===== src/rtl/sys_bridge_n_if.sv =====
// sys_bridge_n_if: bus bundle between the processor, the bridge and its slaves.
//   Processor side : pr_req, pr_rw, pr_addr, pr_be, pr_wdata -> bridge
//                    pr_rdata, pr_ready, pr_err            <- bridge
//   Peripheral side: adr_o, dat_o, we_o, sel_o, stb_o       <- bridge
//                    ack_i, dat_i (slave k at [32k +: 32])  -> bridge
// Modports:
//   master : bridge view (drives the peripheral strobe bus and the processor response)
//   slave  : environment view (processor requests and peripheral responses)
interface sys_bridge_n_if #(
  parameter int unsigned NUM_SLAVES = 4,
  parameter int unsigned SLV_ADR_W  = 2
);
  logic                      pr_req;
  logic                      pr_rw;
  logic [31:0]               pr_addr;
  logic [3:0]                pr_be;
  logic [31:0]               pr_wdata;
  logic [31:0]               pr_rdata;
  logic                      pr_ready;
  logic                      pr_err;
  logic [SLV_ADR_W-1:0]      adr_o;
  logic [31:0]               dat_o;
  logic                      we_o;
  logic [3:0]                sel_o;
  logic [NUM_SLAVES-1:0]     stb_o;
  logic [NUM_SLAVES-1:0]     ack_i;
  logic [32*NUM_SLAVES-1:0]  dat_i;

  modport master (
    input  pr_req, pr_rw, pr_addr, pr_be, pr_wdata,
    output pr_rdata, pr_ready, pr_err,
    output adr_o, dat_o, we_o, sel_o, stb_o,
    input  ack_i, dat_i
  );

  modport slave (
    output pr_req, pr_rw, pr_addr, pr_be, pr_wdata,
    input  pr_rdata, pr_ready, pr_err,
    input  adr_o, dat_o, we_o, sel_o, stb_o,
    output ack_i, dat_i
  );
endinterface


===== src/rtl/sys_bridge_n.sv =====
// sys_bridge_n: N-slave processor-to-peripheral bridge.
//   Decodes the I/O window pr_addr[31:16]==IO_BASE, slave index pr_addr[SEL_LSB +: 3],
//   drives a registered one-hot strobe to the selected slave, waits for its
//   acknowledge and returns read data with a one-cycle pr_ready pulse.
// Ports:
//   clk   : system clock, rising edge
//   reset : asynchronous, active-high
//   bus   : sys_bridge_n_if.master (processor request/response + slave strobe bus)
// Configuration macro:
//   SYS_BRIDGE_TIMEOUT_EN : builds the acknowledge watchdog; a missing acknowledge
//   after TIMEOUT strobe cycles or an unmapped address completes with pr_err=1.
//   Undefined: ACCESS waits indefinitely and pr_err stays 0; unmapped addresses
//   still complete with pr_ready=1 and pr_rdata=0.
module sys_bridge_n #(
  parameter int unsigned NUM_SLAVES = 4,
  parameter int unsigned SLV_ADR_W  = 2,
  parameter int unsigned SEL_LSB    = 4,
  parameter logic [15:0] IO_BASE    = 16'h7F00,
  parameter int unsigned TIMEOUT    = 16
) (
  input logic            clk,
  input logic            reset,
  sys_bridge_n_if.master bus
);

  typedef enum logic [1:0] {IDLE, ACCESS, DONE} state_t;

  localparam logic [3:0] NS = 4'(NUM_SLAVES);

`ifdef SYS_BRIDGE_TIMEOUT_EN
  localparam logic       ERR_EN  = 1'b1;
  localparam logic [7:0] TO_LAST = 8'(TIMEOUT - 1);
`else
  localparam logic       ERR_EN  = 1'b0;
`endif

  state_t                state, state_d;
  logic [2:0]            idx, idx_d;
  logic [2:0]            req_idx;
  logic                  mapped;
  logic                  ack_hit;
  logic                  expired;
  logic [31:0]           rd_sel;

  logic [SLV_ADR_W-1:0]  adr_d;
  logic [31:0]           dat_d;
  logic                  we_d;
  logic [3:0]            sel_d;
  logic [NUM_SLAVES-1:0] stb_d;
  logic [31:0]           rdata_d;
  logic                  ready_d;
  logic                  err_d;

  assign req_idx = bus.pr_addr[SEL_LSB +: 3];
  assign mapped  = (bus.pr_addr[31:16] == IO_BASE) && ({1'b0, req_idx} < NS);

  // Only the selected slave's acknowledge and data are looked at.
  always_comb begin
    ack_hit = 1'b0;
    rd_sel  = '0;
    for (int unsigned k = 0; k < NUM_SLAVES; k++) begin
      if (32'(idx) == k) begin
        ack_hit = bus.ack_i[k];
        rd_sel  = bus.dat_i[32*k +: 32];
      end
    end
  end

`ifdef SYS_BRIDGE_TIMEOUT_EN
  logic [7:0] cnt, cnt_d;

  assign expired = (cnt == TO_LAST);

  always_comb begin
    cnt_d = cnt;
    if (state == IDLE) begin
      cnt_d = '0;
    end else if (state == ACCESS && !ack_hit) begin
      cnt_d = cnt + 8'd1;
    end
  end

  always_ff @(posedge clk or posedge reset) begin
    if (reset) begin
      cnt <= '0;
    end else begin
      cnt <= cnt_d;
    end
  end
`else
  assign expired = 1'b0;
`endif

  always_comb begin
    state_d = state;
    idx_d   = idx;
    adr_d   = bus.adr_o;
    dat_d   = bus.dat_o;
    we_d    = bus.we_o;
    sel_d   = bus.sel_o;
    stb_d   = '0;
    rdata_d = bus.pr_rdata;
    ready_d = 1'b0;
    err_d   = 1'b0;
    case (state)
      IDLE: begin
        if (bus.pr_req) begin
          if (mapped) begin
            state_d = ACCESS;
            idx_d   = req_idx;
            adr_d   = bus.pr_addr[2 +: SLV_ADR_W];
            dat_d   = bus.pr_wdata;
            we_d    = bus.pr_rw;
            sel_d   = bus.pr_be;
            for (int unsigned k = 0; k < NUM_SLAVES; k++) begin
              stb_d[k] = (32'(req_idx) == k);
            end
          end else begin
            state_d = DONE;
            ready_d = 1'b1;
            err_d   = ERR_EN;
            rdata_d = '0;
          end
        end
      end
      ACCESS: begin
        // Acknowledge is checked first so it wins over a simultaneous timeout.
        if (ack_hit) begin
          state_d = DONE;
          ready_d = 1'b1;
          rdata_d = bus.we_o ? 32'h0 : rd_sel;
        end else if (expired) begin
          state_d = DONE;
          ready_d = 1'b1;
          err_d   = 1'b1;
          rdata_d = '0;
        end else begin
          stb_d = bus.stb_o;
        end
      end
      DONE: begin
        state_d = IDLE;
      end
      default: begin
        state_d = IDLE;
      end
    endcase
  end

  always_ff @(posedge clk or posedge reset) begin
    if (reset) begin
      state <= IDLE;
    end else begin
      state <= state_d;
    end
  end

  // Every output is a register; the next values above decide what they load.
  always_ff @(posedge clk or posedge reset) begin
    if (reset) begin
      idx          <= '0;
      bus.adr_o    <= '0;
      bus.dat_o    <= '0;
      bus.we_o     <= 1'b0;
      bus.sel_o    <= '0;
      bus.stb_o    <= '0;
      bus.pr_rdata <= '0;
      bus.pr_ready <= 1'b0;
      bus.pr_err   <= 1'b0;
    end else begin
      idx          <= idx_d;
      bus.adr_o    <= adr_d;
      bus.dat_o    <= dat_d;
      bus.we_o     <= we_d;
      bus.sel_o    <= sel_d;
      bus.stb_o    <= stb_d;
      bus.pr_rdata <= rdata_d;
      bus.pr_ready <= ready_d;
      bus.pr_err   <= err_d;
    end
  end

  // Address bits outside the decoded fields and the watchdog length in builds
  // without the watchdog are intentionally not used.
  logic unused_bits;
  assign unused_bits = ^{bus.pr_addr, 8'(TIMEOUT)};

endmodule


===== src/flat_wrapper.sv =====
// flat-port wrapper written by rule: the top's interface ports become plain ports
module sys_bridge_n_flat 
#(
  parameter int unsigned NUM_SLAVES = 4,
  parameter int unsigned SLV_ADR_W  = 2,
  parameter int unsigned SEL_LSB    = 4,
  parameter logic [15:0] IO_BASE    = 16'h7F00,
  parameter int unsigned TIMEOUT    = 16
)
  (clk, reset, bus_pr_req, bus_pr_rw, bus_pr_addr, bus_pr_be, bus_pr_wdata, bus_pr_rdata, bus_pr_ready, bus_pr_err, bus_adr_o, bus_dat_o, bus_we_o, bus_sel_o, bus_stb_o, bus_ack_i, bus_dat_i);
  sys_bridge_n_if #(.NUM_SLAVES(NUM_SLAVES), .SLV_ADR_W(SLV_ADR_W)) bus_i ();
  input logic clk;
  input logic reset;
  input wire logic [$bits(bus_i.pr_req)-1:0] bus_pr_req;
  input wire logic [$bits(bus_i.pr_rw)-1:0] bus_pr_rw;
  input wire logic [$bits(bus_i.pr_addr)-1:0] bus_pr_addr;
  input wire logic [$bits(bus_i.pr_be)-1:0] bus_pr_be;
  input wire logic [$bits(bus_i.pr_wdata)-1:0] bus_pr_wdata;
  output wire logic [$bits(bus_i.pr_rdata)-1:0] bus_pr_rdata;
  output wire logic [$bits(bus_i.pr_ready)-1:0] bus_pr_ready;
  output wire logic [$bits(bus_i.pr_err)-1:0] bus_pr_err;
  output wire logic [$bits(bus_i.adr_o)-1:0] bus_adr_o;
  output wire logic [$bits(bus_i.dat_o)-1:0] bus_dat_o;
  output wire logic [$bits(bus_i.we_o)-1:0] bus_we_o;
  output wire logic [$bits(bus_i.sel_o)-1:0] bus_sel_o;
  output wire logic [$bits(bus_i.stb_o)-1:0] bus_stb_o;
  input wire logic [$bits(bus_i.ack_i)-1:0] bus_ack_i;
  input wire logic [$bits(bus_i.dat_i)-1:0] bus_dat_i;
  assign bus_i.pr_req = bus_pr_req;
  assign bus_i.pr_rw = bus_pr_rw;
  assign bus_i.pr_addr = bus_pr_addr;
  assign bus_i.pr_be = bus_pr_be;
  assign bus_i.pr_wdata = bus_pr_wdata;
  assign bus_pr_rdata = bus_i.pr_rdata;
  assign bus_pr_ready = bus_i.pr_ready;
  assign bus_pr_err = bus_i.pr_err;
  assign bus_adr_o = bus_i.adr_o;
  assign bus_dat_o = bus_i.dat_o;
  assign bus_we_o = bus_i.we_o;
  assign bus_sel_o = bus_i.sel_o;
  assign bus_stb_o = bus_i.stb_o;
  assign bus_i.ack_i = bus_ack_i;
  assign bus_i.dat_i = bus_dat_i;
  sys_bridge_n #(.NUM_SLAVES(NUM_SLAVES), .SLV_ADR_W(SLV_ADR_W), .SEL_LSB(SEL_LSB), .IO_BASE(IO_BASE), .TIMEOUT(TIMEOUT)) u_core (.clk(clk), .reset(reset), .bus(bus_i));
endmodule

===== config.mk =====
export PLATFORM = sky130hd
export DESIGN_NAME = sys_bridge_n_flat
export DESIGN_NICKNAME = d
export VERILOG_FILES = /design/src/rtl/sys_bridge_n_if.sv /design/src/rtl/sys_bridge_n.sv /design/src/flat_wrapper.sv
export SDC_FILE = /design/constraint.sdc
export NUM_CORES = 1
export LEC_CHECK = 0
export ABC_AREA = 1
export CAP_MARGIN = 20
export CORE_AREA = 2 2 109 111
export DETAILED_ROUTE_END_ITERATION = 10
export DIE_AREA = 0 0 111 113
export PLACE_DENSITY = 0.92
export SLEW_MARGIN = 15
export SYNTH_ARGS = -nofsm -noshare
export SYNTH_HDL_FRONTEND = slang
export SYNTH_SLANG_ARGS = --single-unit
export TNS_END_PERCENT = 30

===== constraint.sdc =====
create_clock -name clk -period 5.8 [get_ports clk]
set_input_delay 1.16 -clock clk [delete_from_list [all_inputs] [get_ports clk]]
set_output_delay 1.16 -clock clk [all_outputs]
set_load 0.02 [all_outputs]

==> metrics.csv, run 1 <==
stage;metric;value;unit
yosys;synth_warnings;0;
status;status;finished, final reports clean;
setup_path;end_kind;register;
die;rows;39;
power_and_ir_drop;powerDensity;177;nW/um^2
setup_path;crit_slowest_cell;clkdlybuf4s50_1;
finish;final_common_cell;clkdlybuf4s50_1;
detailed_routing;avgViaCountPerCell;5.03;
worst_hold_path;hold_class;reg2reg;
die;fp.dieArea;12500;sq um
detailed_routing;firstDrtPassIters;5;
yosys;yosys.area.top_type_share;0.441;
clock_tree;worstSkewPairLatency;0.33;ns
clock_tree;clock_sinks;81;
clock_tree;cts-htree-levels;3;
setup_path;max_stage_delay;0.43;ns
yosys;synth_seq_cells;81;
setup_path;critPathRequiredTime;6.02;ns
clock_tree;cts_buffers;9;
yosys;syn_inst;642;
yosys;ys_types;21;
setup_path;worstPathMaxFanout;33;
sta;finalSetupViolCount;0;
power_and_ir_drop;p_leak;3.73;nW
job;max-cap-violations;0;
detailed_routing;wl_per_cell;14.7;microns
yosys;synth_edf_count;0;
grt;first_global_vias;4997;
sta;finalCritPeriodShare;0.535;
die;initial_core_util;0.408;
power_and_ir_drop;power;1.34;mW
placement;place_ws;2.31;ns
clock_tree;clkTransAtPathRegs;0.06;ns
sta;final.setup.tns;0;ns
grt;antenna_found_initial;0;
clock_tree;hold_buffers;0;
power_and_ir_drop;peakVddDrop;0.114;mV
die;die_width;111;microns
sta;min_period;3.11;ns
detailed_routing;drtIter0Drc;279;
sta;tightestPinTransition;1.04;ns
grt;grt_max_degree;68;
yosys;synth_top_cell_by_area;dfrtp_1;
clock_tree;cts_buffer_depth;2;
yosys;synth_fp_nets;846;
placement;io_buffers;268;
clock_tree;cts_root_buf;clkbuf_16;
finish;post-route-util;0.673;
die;io_pins;281;
sta;fin_skew;0.00529;ns
clock_tree;post_cts_buffers;0;
die;core;11300;sq um
yosys;synth_seq_area_share;0.441;
grt;grt_use_total;0.244;
clock_tree;cts.repair.resized;0;
setup_path;cp_cell_sequence;clkdlybuf4s50_1 -> nor2_1 -> nand3_1 -> inv_1 -> nand3_1 -> nand2_1 -> buf_4 -> nand2_4 -> nand2_1 -> nand2_1;
setup_path;path_class;in2reg;
detailed_routing;wirelength;15.2;mm
finish;drive_gt1_frac;0.0383;
detailed_routing;routed-via-count;5190;
sta;setup_slack;2.69;ns
detailed_routing;drc;0;
setup_path;worstSetupStartpointType;primary input;
yosys;synth_flop_cell;dfrtp_1;
grt;grt_pass1_wl;24.5;mm
grt;grt_overflow;0;
yosys;synthTopCellsByArea;dfrtp_1, nand2_1, nand3_1;
placement;gp_congestion;0.838;
detailed_routing;postRouteAntennaNets;0;
finish;diodes;0;
setup_path;crit_arrival;3.33;ns
setup_path;cp_common_cell;nand2_1;
sta;rsz0062_at_grt;no;
yosys;synthArstFlopShare;1.00;
finish;final_cell_mix;clkdlybuf4s50_1, nand2_1, nand3_1, dfrtp_1, inv_1;
finish;area_growth;65.0;%
yosys;syn_area;4600;sq um
sta;drv_slew;0;
sta;report.final.hold_viol_count;0;
finish;nets;1087;
yosys;postSynthAreaPerCell;7.16;sq um
die;die_y;113;microns
placement;hpwl;11.6;mm
sta;fmax;322;MHz
clock_tree;cts_tree;yes;
sta;slew-limit-headroom;0.304;
## layer usage
metal / global-route usage / vias to the layer above / share of wire
met5: 0 / - / 0
met1: 0.287 / 2374 / 0.39
met4: 0.111 / 0 / 0.033
met2: 0.432 / 233 / 0.51
li1: - / 2546 / -
met3: 0.0482 / 37 / 0.068
## sequential cells by signal, indices dropped and copies added, names as in the netlist
signal and flops:
u_core.bus.dat_o 32, u_core.bus.we_o 1, u_core.bus.adr_o 2, u_core.idx 3, u_core.bus.sel_o 4, u_core.bus.pr_ready 1, u_core.state 2, u_core.bus.pr_rdata 32
u_core.bus.stb_o 4
## Yosys cell counts, types with 6 or more instances
master    number
inv_1         44
nand3_1      138
and3_1        32
nand2_1      238
clkbuf_1      13
buf_6         10
dfrtp_1       81
buf_2         12
nor2_1        17
o21ai_0       35
buf_4          6
## metrics by stage
stage	instances	area, sq um	hold WS, ns
floorplan	642	4600	0.514
global placement	1014	7230	0.460
detailed placement	1015	7250	0.464
CTS	1031	7580	0.480
global route	1031	7580	0.499
finish	1031	7580	0.476
## power breakdown
part	leakage, nW	internal, mW	total, mW	switching [mW]
clock	0.163	0.403	0.628	0.224
sequential	1.11	0.565	0.565	0
combinational	2.46	0.115	0.151	0.0360
## final cells by class
cell class | count | area (sq um)
Inverter | 46 | 174
Multi-Input combinational cell | 471 | 2130
Timing Repair Buffer | 274 | 2740
Tap cell | 143 | 179
Sequential cell | 81 | 2030
Fill cell | 928 | 3690
Clock inverter | 5 | 85.1
Clock buffer | 11 | 253
## worst max-delay path: cells and delay by family
| family | cells | cell delay (ns) |
|---|---|---|
| AND/OR/NAND/NOR | 7 | 1.29 |
| buffers and inverters | 3 | 0.86 |
## cells by family after synthesis
| logic type | Yosys count | share of synthesized area |
|---|---|---|
| compound gates | 35 | 0.0381 |
| flops | 81 | 0.441 |
| other cells | 1 | 0.000816 |
| buf+inv | 90 | 0.0980 |
| simple gates | 435 | 0.422 |
## worst paths after layout
path                                                  start                                   to  slack [ns]  cells past startpoint
setup reg to reg                  u_core.idx[0]$_DFFE_PP0P_  u_core.bus.pr_rdata[11]$_DFFE_PP0P_        2.73                      7
max in group asynchronous                             reset      u_core.bus.stb_o[3]$_DFFE_PP0P_        3.58                      3
min in group asynchronous                             reset      u_core.bus.dat_o[1]$_DFFE_PP0P_        1.23                      2
hold / removal             u_core.bus.dat_o[19]$_DFFE_PP0P_     u_core.bus.dat_o[19]$_DFFE_PP0P_        0.48                      2
hold reg to reg            u_core.bus.dat_o[19]$_DFFE_PP0P_     u_core.bus.dat_o[19]$_DFFE_PP0P_        0.48                      2
setup / recovery                            bus_pr_addr[23]  u_core.bus.pr_rdata[11]$_DFFE_PP0P_        2.69                     10
Note: power is estimated with default switching activity, not from simulation.
==> run 2, diff against run 1 <==
--- a/config.mk
+++ b/config.mk
@@ -7,10 +7,9 @@
 export LEC_CHECK = 0
 export ABC_AREA = 1
 export CAP_MARGIN = 20
-export CORE_AREA = 2 2 109 111
+export CORE_UTILIZATION = 34
 export DETAILED_ROUTE_END_ITERATION = 10
-export DIE_AREA = 0 0 111 113
-export PLACE_DENSITY = 0.92
+export PLACE_DENSITY = 0.83
 export SLEW_MARGIN = 15
 export SYNTH_ARGS = -nofsm -noshare
 export SYNTH_HDL_FRONTEND = slang
==> constraint.sdc (replaced) <==
create_clock -name clk -period 2.7 [get_ports clk]
set_input_delay 0.54 -clock clk [delete_from_list [all_inputs] [get_ports clk]]
set_output_delay 0.54 -clock clk [all_outputs]
set_load 0.02 [all_outputs]
==> run 2 against run 1 <==
Compared with the run above:
- the run now ends with design-rule violations left
- sequential share of layout area shrank 0.24 points
- sequential power grew 110%
- final cell count grew 4.0%
- combinational power grew 120%
==> metrics.csv, run 2 (synthesis gave the netlist of run 1 again) <==
stage;metric;value;unit;change
status;status;complete, but fails checks;;
status;violations;design-rule violations;;
setup_path;path_class;in2reg;;
sta;min_period;1.96;ns;
worst_hold_path;hold_class;reg2reg;;
finish;final_common_cell;clkdlybuf4s50_1;;
die;fp.dieArea;14000;sq um;+12%
grt;grt_pass1_wl;24.3;mm;-0.59%
clock_tree;cts.repair.resized;0;;unchanged
finish;post-route-util;0.580;;-0.0926
detailed_routing;drc;2;;+2
detailed_routing;drtIter0Drc;263;;-5.7%
setup_path;worstPathMaxFanout;31;;-6.1%
placement;io_buffers;268;;unchanged
finish;area_growth;66.5;%;
finish;reg_top3;u_core.bus.dat_o (32), u_core.bus.pr_rdata (32);;
sta;drv_slew;0;;unchanged
power_and_ir_drop;pwr-share-clk;0.430;;-0.037
placement;dpl-instance-area;7360;sq um;+1.6%
detailed_routing;avgViaCountPerCell;4.75;;-5.6%
die;initial_core_util;0.349;;-0.0593
power_and_ir_drop;swShare;0.217;;+0.0228
detailed_routing;firstDrtPassIters;11;;+6
setup_path;max_stage_delay;0.49;ns;+0.06 ns
finish;final_cell_mix;clkdlybuf4s50_1, nand2_1, nand3_1, dfrtp_1, inv_1;;
grt;grt_max_degree;67;;-1.5%
clock_tree;cts-htree-levels;3;;unchanged
detailed_routing;wirelength;14.9;mm;-1.5%
setup_path;crit_arrival;2.18;ns;-1.15 ns
grt;first_global_vias;4997;;unchanged
sta;hold_slack;0.477;ns;+0.00122 ns
clock_tree;worstSkewPairLatency;0.33;ns;about the same
setup_path;worstSetupStartpointType;primary input;;
die;die_y;118;microns;+4.7%
finish;finalInstanceArea;7650;sq um;+0.91%
clock_tree;cts_buffers;9;;unchanged
setup_path;crit_slowest_cell;clkdlybuf4s50_1;;
setup_path;reg2regPathDepth;7;;unchanged
sta;report.final.hold_viol_count;0;;unchanged
clock_tree;post_cts_buffers;0;;unchanged
finish;diodes;0;;unchanged
job;max-cap-violations;0;;unchanged
clock_tree;cts_root_buf;clkbuf_16;;
sta;finalCritPeriodShare;0.725;;
die;io_pins;281;;unchanged
die;rows;42;;+7.7%
setup_path;end_kind;register;;
sta;rsz0062_at_grt;no;;
power_and_ir_drop;peakVddDrop;0.268;mV;+140%
clock_tree;clock_sinks;81;;unchanged
clock_tree;clkTransAtPathRegs;0.06;ns;about the same
power_and_ir_drop;internal_power;2.12;mW;+96%
sta;final.setup.tns;0;ns;unchanged
setup_path;critPathRequiredTime;2.92;ns;-3.10 ns
grt;grt_use_total;0.220;;-0.0237
clock_tree;cts_tree;yes;;
placement;hpwl;11.2;mm;-3.2%
sta;finalSetupViolCount;0;;unchanged
sta;fin_skew;0.00494;ns;-0.000354 ns
finish;nets;1095;;+0.74%
die;die_width;118;microns;+6.6%
die;core;13200;sq um;+17%
worst_hold_path;hold_depth;2;;unchanged
grt;antenna_found_initial;0;;unchanged
grt;grt_overflow;0;;unchanged
power_and_ir_drop;seqPwrFrac;0.449;;+0.029
finish;drive_gt1_frac;0.0469;;+0.00859
detailed_routing;wl_per_cell;13.9;microns;-5.3%
power_and_ir_drop;comb_power_share;0.121;;+0.009
power_and_ir_drop;power;2.71;mW;+100%
sta;slew-limit-headroom;0.594;;+0.290
setup_path;cp_cell_sequence;clkdlybuf4s50_1 -> nand2_1 -> nor2_1 -> nand2_1 -> nor3_1 -> nand2_1 -> buf_4 -> nand2_1 -> nand2_1;;
sta;fmax;511;MHz;
power_and_ir_drop;p_leak;3.74;nW;+0.29%
detailed_routing;postRouteAntennaNets;0;;unchanged
clock_tree;hold_buffers;0;;unchanged
sta;tightestPinTransition;0.609;ns;-0.434 ns
clock_tree;cts_buffer_depth;2;;unchanged
placement;gp_congestion;0.809;;-3.5%
power_and_ir_drop;powerDensity;354;nW/um^2;+99%
setup_path;cp_common_cell;nand2_1;;
detailed_routing;routed-via-count;5092;;-1.9%
power_and_ir_drop;p_sw;0.586;mW;+120%
run 2: changes by cell type in the layout (fill, tap and decap cells not counted), sizes merged:
cell	before	now
clkinv	1	2
bufinv	2	0
clkinvlp	1	3
clkbuf	11	10
buf	6	14
run 2: worst max-delay path: cells and delay by family:
family,cells,cell delay [ns]
simple gates,7,0.88
buf+inv,2,0.75
run 2: layout make-up:
cell class,instances,area (sq um)
repair buffers,282,2810
inverters,46,174
flip-flops and latches,81,2030
clock inverters,6,48.8
clock buffers,10,239
well taps,176,220
fillers,1184,5540
multi-input cells,471,2130
run 2: path summary, 6_finish.rpt:
check,startpoint,end,slack [ns]
hold reg to reg,u_core.bus.dat_o[16]$_DFFE_PP0P_,u_core.bus.dat_o[16]$_DFFE_PP0P_,0.48
setup reg to reg,u_core.idx[2]$_DFFE_PP0P_,u_core.bus.pr_rdata[10]$_DFFE_PP0P_,0.74
min in group asynchronous,reset,u_core.bus.sel_o[0]$_DFFE_PP0P_,0.53
hold / removal,u_core.bus.dat_o[16]$_DFFE_PP0P_,u_core.bus.dat_o[16]$_DFFE_PP0P_,0.48
max in group asynchronous,reset,u_core.bus.dat_o[17]$_DFFE_PP0P_,1.56
setup / recovery,bus_pr_addr[25],u_core.bus.dat_o[12]$_DFFE_PP0P_,0.74
run 2: layer usage:
metal  track usage  share of wire
met3        0.0449          0.070
met5             0              0
met4        0.0841          0.021
met2         0.389           0.50
met1         0.261           0.41
run 2: power groups by stage:
stage               clock (mW)  combinational, mW  sequential [mW]
global placement             0              0.327             1.24
detailed placement           0              0.330             1.24
floorplan                    0             0.0365             1.24
finish                    1.16              0.328             1.21
CTS                       1.20              0.331             1.21
global route              1.25              0.356             1.21
run 2: stage by stage:
stage / setup slack [ns] / cells
after global routing: 0.564 / 1072
after global placement: 0.390 / 1056
after CTS: 0.724 / 1072
after floorplan: 0.0799 / 642
after detailed placement: 0.376 / 1056
final: 0.742 / 1072
==> run 3, diff against run 2 <==
==> constraint.sdc (replaced) <==
create_clock -name clk -period 1.8 [get_ports clk]
set_input_delay 0.36 -clock clk [delete_from_list [all_inputs] [get_ports clk]]
set_output_delay 0.36 -clock clk [all_outputs]
set_load 0.02 [all_outputs]
==> run 3 against run 2 <==
Compared with the run above:
- register-to-register slack worse by 0.55 ns
- the run still ends with design-rule violations left
- die area unchanged
- routed wire length is 0.82% higher
- first-iteration DRC count down 3.0%
- critical path depth is 1 higher
- clock power grew 81%
- sequential cell count is the same
- global-route usage hardly changed
- non-clock buffer count is 5 higher
- design area grew 2.5%
==> metrics.csv, run 3 (synthesis gave the netlist of run 1 again) <==
stage;metric;value;unit;change
status;status;complete, but fails checks;;
status;violations;design-rule violations;;
detailed_routing;wirelength;15.1;mm;+0.82%
finish;final_cell_mix;clkdlybuf4s50_1, nand2_1, nand3_1, dfrtp_1, inv_1;;
setup_path;crit_family;buffers and inverters;;
detailed_routing;drc;3;;+1
job;max-cap-violations;0;;unchanged
finish;area_growth;70.5;%;
die;core;13200;sq um;unchanged
clock_tree;cts_buffers;9;;unchanged
die;io_pins;281;;unchanged
setup_path;crit_buf_inv;4;;+2
die;die_width;118;microns;unchanged
die;die_y;118;microns;unchanged
sta;finalCritPeriodShare;0.969;;
finish;post-route-util;0.594;;+0.0142
clock_tree;cts_root_buf;clkbuf_16;;
detailed_routing;drtIter0Drc;255;;-3.0%
setup_path;critPathRequiredTime;2.02;ns;-0.90 ns
clock_tree;cts_buffer_depth;2;;unchanged
setup_path;path_class;in2reg;;
setup_path;rrSetupSlack;0.19;ns;-0.55 ns
placement;dpl-instance-area;7480;sq um;+1.6%
finish;finalInstanceArea;7840;sq um;+2.5%
setup_path;max_stage_delay;0.47;ns;-0.02 ns
setup_path;worstSetupStartpointType;primary input;;
power_and_ir_drop;power;4.42;mW;+63%
clock_tree;cts_tree;yes;;
setup_path;end_kind;register;;
sta;fin_skew;0.00485;ns;-0.0000863 ns
placement;place_ws;-0.372;ns;-0.748 ns
die;fp.dieArea;14000;sq um;unchanged
setup_path;crit_slowest_cell;clkdlybuf4s50_1;;
clock_tree;clock_sinks;81;;unchanged
sta;finalSetupViolCount;0;;unchanged
grt;use_met3;0.0425;;-0.00241
finish;nets;1100;;+0.46%
finish;reg_top3;u_core.bus.dat_o (32), u_core.bus.pr_rdata (32);;
sta;min_period;1.74;ns;
setup_path;cp_common_cell;nand2_1;;
power_and_ir_drop;peakVddDrop;0.389;mV;+45%
placement;placed_cells;1061;;+0.47%
die;initial_core_util;0.349;;unchanged
die;rows;42;;unchanged
finish;drive_gt1_frac;0.0533;;+0.00646
grt;grtUsageMet2;0.392;;+0.00257
finish;diodes;0;;unchanged
setup_path;worstPathMaxFanout;40;;+29%
detailed_routing;postRouteAntennaNets;0;;unchanged
sta;rsz0062_at_grt;yes;;
detailed_routing;avgViaCountPerCell;4.75;;about the same
sta;final.setup.tns;0;ns;unchanged
grt;grt_pass1_wl;24.6;mm;+0.94%
detailed_routing;firstDrtPassIters;7;;-4
grt;antenna_found_initial;0;;unchanged
sta;drv_slew;0;;unchanged
placement;hpwl;11.2;mm;+0.19%
clock_tree;post_cts_buffers;0;;unchanged
power_and_ir_drop;p_leak;3.83;nW;+2.3%
grt;grt.met1_usage;0.261;;+0.000308
grt;grt_max_degree;65;;-3.0%
setup_path;crit_arrival;1.97;ns;-0.21 ns
worst_hold_path;hold_class;in2async;;
grt;grt-busiest-layer;met2;;
placement;gp_congestion;0.803;;-0.78%
finish;final_common_cell;clkdlybuf4s50_1;;
sta;hold_slack;0.363;ns;-0.114 ns
clock_tree;clkTransAtPathRegs;0.06;ns;about the same
sta;setup_slack;0.0556;ns;-0.686 ns
grt;grt_overflow;0;;unchanged
detailed_routing;wl_per_cell;14.0;microns;+0.45%
detailed_routing;routed-via-count;5112;;+0.39%
sta;fmax;573;MHz;
sta;report.final.hold_viol_count;0;;unchanged
clock_tree;worstSkewPairLatency;0.33;ns;about the same
finish;final_cell_count_no_fill;1076;;+0.37%
setup_path;cp_cell_sequence;clkdlybuf4s50_1 -> nor2_1 -> nand2_1 -> buf_4 -> nor3_2 -> buf_4 -> nand2_1 -> buf_12 -> nand2_1 -> nand2_1;;
placement;io_buffers;268;;unchanged
grt;grt_use_total;0.220;;+0.000314
power_and_ir_drop;powerDensity;564;nW/um^2;+60%
clock_tree;cts-htree-levels;3;;unchanged
grt;first_global_vias;5074;;+1.5%
clock_tree;hold_buffers;0;;unchanged
run 3: changes by cell type in the layout (fill, tap and decap cells not counted):
cell	change
nand2_4	-1
nand2_8	+1
clkinv_2	-1
clkbuf_8	-1
buf_6	+1
buf_12	+6
buf_4	-2
nand2_1	-1
clkinv_4	-1
nor3_2	+1
nand2_2	+1
bufinv_16	+3
nor3_1	-1
clkinvlp_4	-1
run 3: worst register-to-register path: cells and delay by family, from the launching register on:
kind                   cells  cell delay, ns
buffers and inverters      2            0.35
DFF                        1            0.52
and+or+nand+nor            5            0.67
run 3: repair_timing:
| item | CTS | global route |
|---|---|---|
| setup endpoints to repair | 26 | 53 |
| pin swaps | 0 | 0 |
| gates resized for setup | 1 | 3 |
| endpoints found under the hold margin | 0 | 0 |
run 3: routing by layer:
layer  vias up  wire length [microns]  part of all wire
li1       2575                      -                 -
met1      2303                   6220              0.41
met2       208                   7430              0.49
met3        26                   1060             0.070
met4         0                    349             0.023
met5         -                      0                 0
run 3: worst paths after layout:
path / from / to / cells after the start
max: bus_pr_addr[6] / u_core.bus.sel_o[3]$_DFFE_PP0P_ / 10
min: reset / u_core.bus.dat_o[6]$_DFFE_PP0P_ / 2
max reg2reg: u_core.idx[2]$_DFFE_PP0P_ / u_core.bus.pr_rdata[29]$_DFFE_PP0P_ / 7
min reg2reg: u_core.bus.dat_o[14]$_DFFE_PP0P_ / u_core.bus.dat_o[14]$_DFFE_PP0P_ / 2
max in group asynchronous: reset / u_core.idx[0]$_DFFE_PP0P_ / 3
min in group clk: u_core.bus.dat_o[14]$_DFFE_PP0P_ / u_core.bus.dat_o[14]$_DFFE_PP0P_ / 2
run 3: power by group:
| group | leakage (nW) | switching, mW | internal (mW) |
|---|---|---|---|
| clock network | 0.163 | 0.742 | 1.36 |
| registers | 1.11 | 0 | 1.82 |
| logic | 2.55 | 0.121 | 0.381 |
run 3: area by class of cell:
type / count / area [sq um]
repair buffers: 287 / 2930
flip-flops and latches: 81 / 2030
fillers: 1190 / 5350
clock buffers: 9 / 225
clock inverters: 6 / 115
multi-input cells: 471 / 2150
inverters: 46 / 176
well taps: 176 / 220
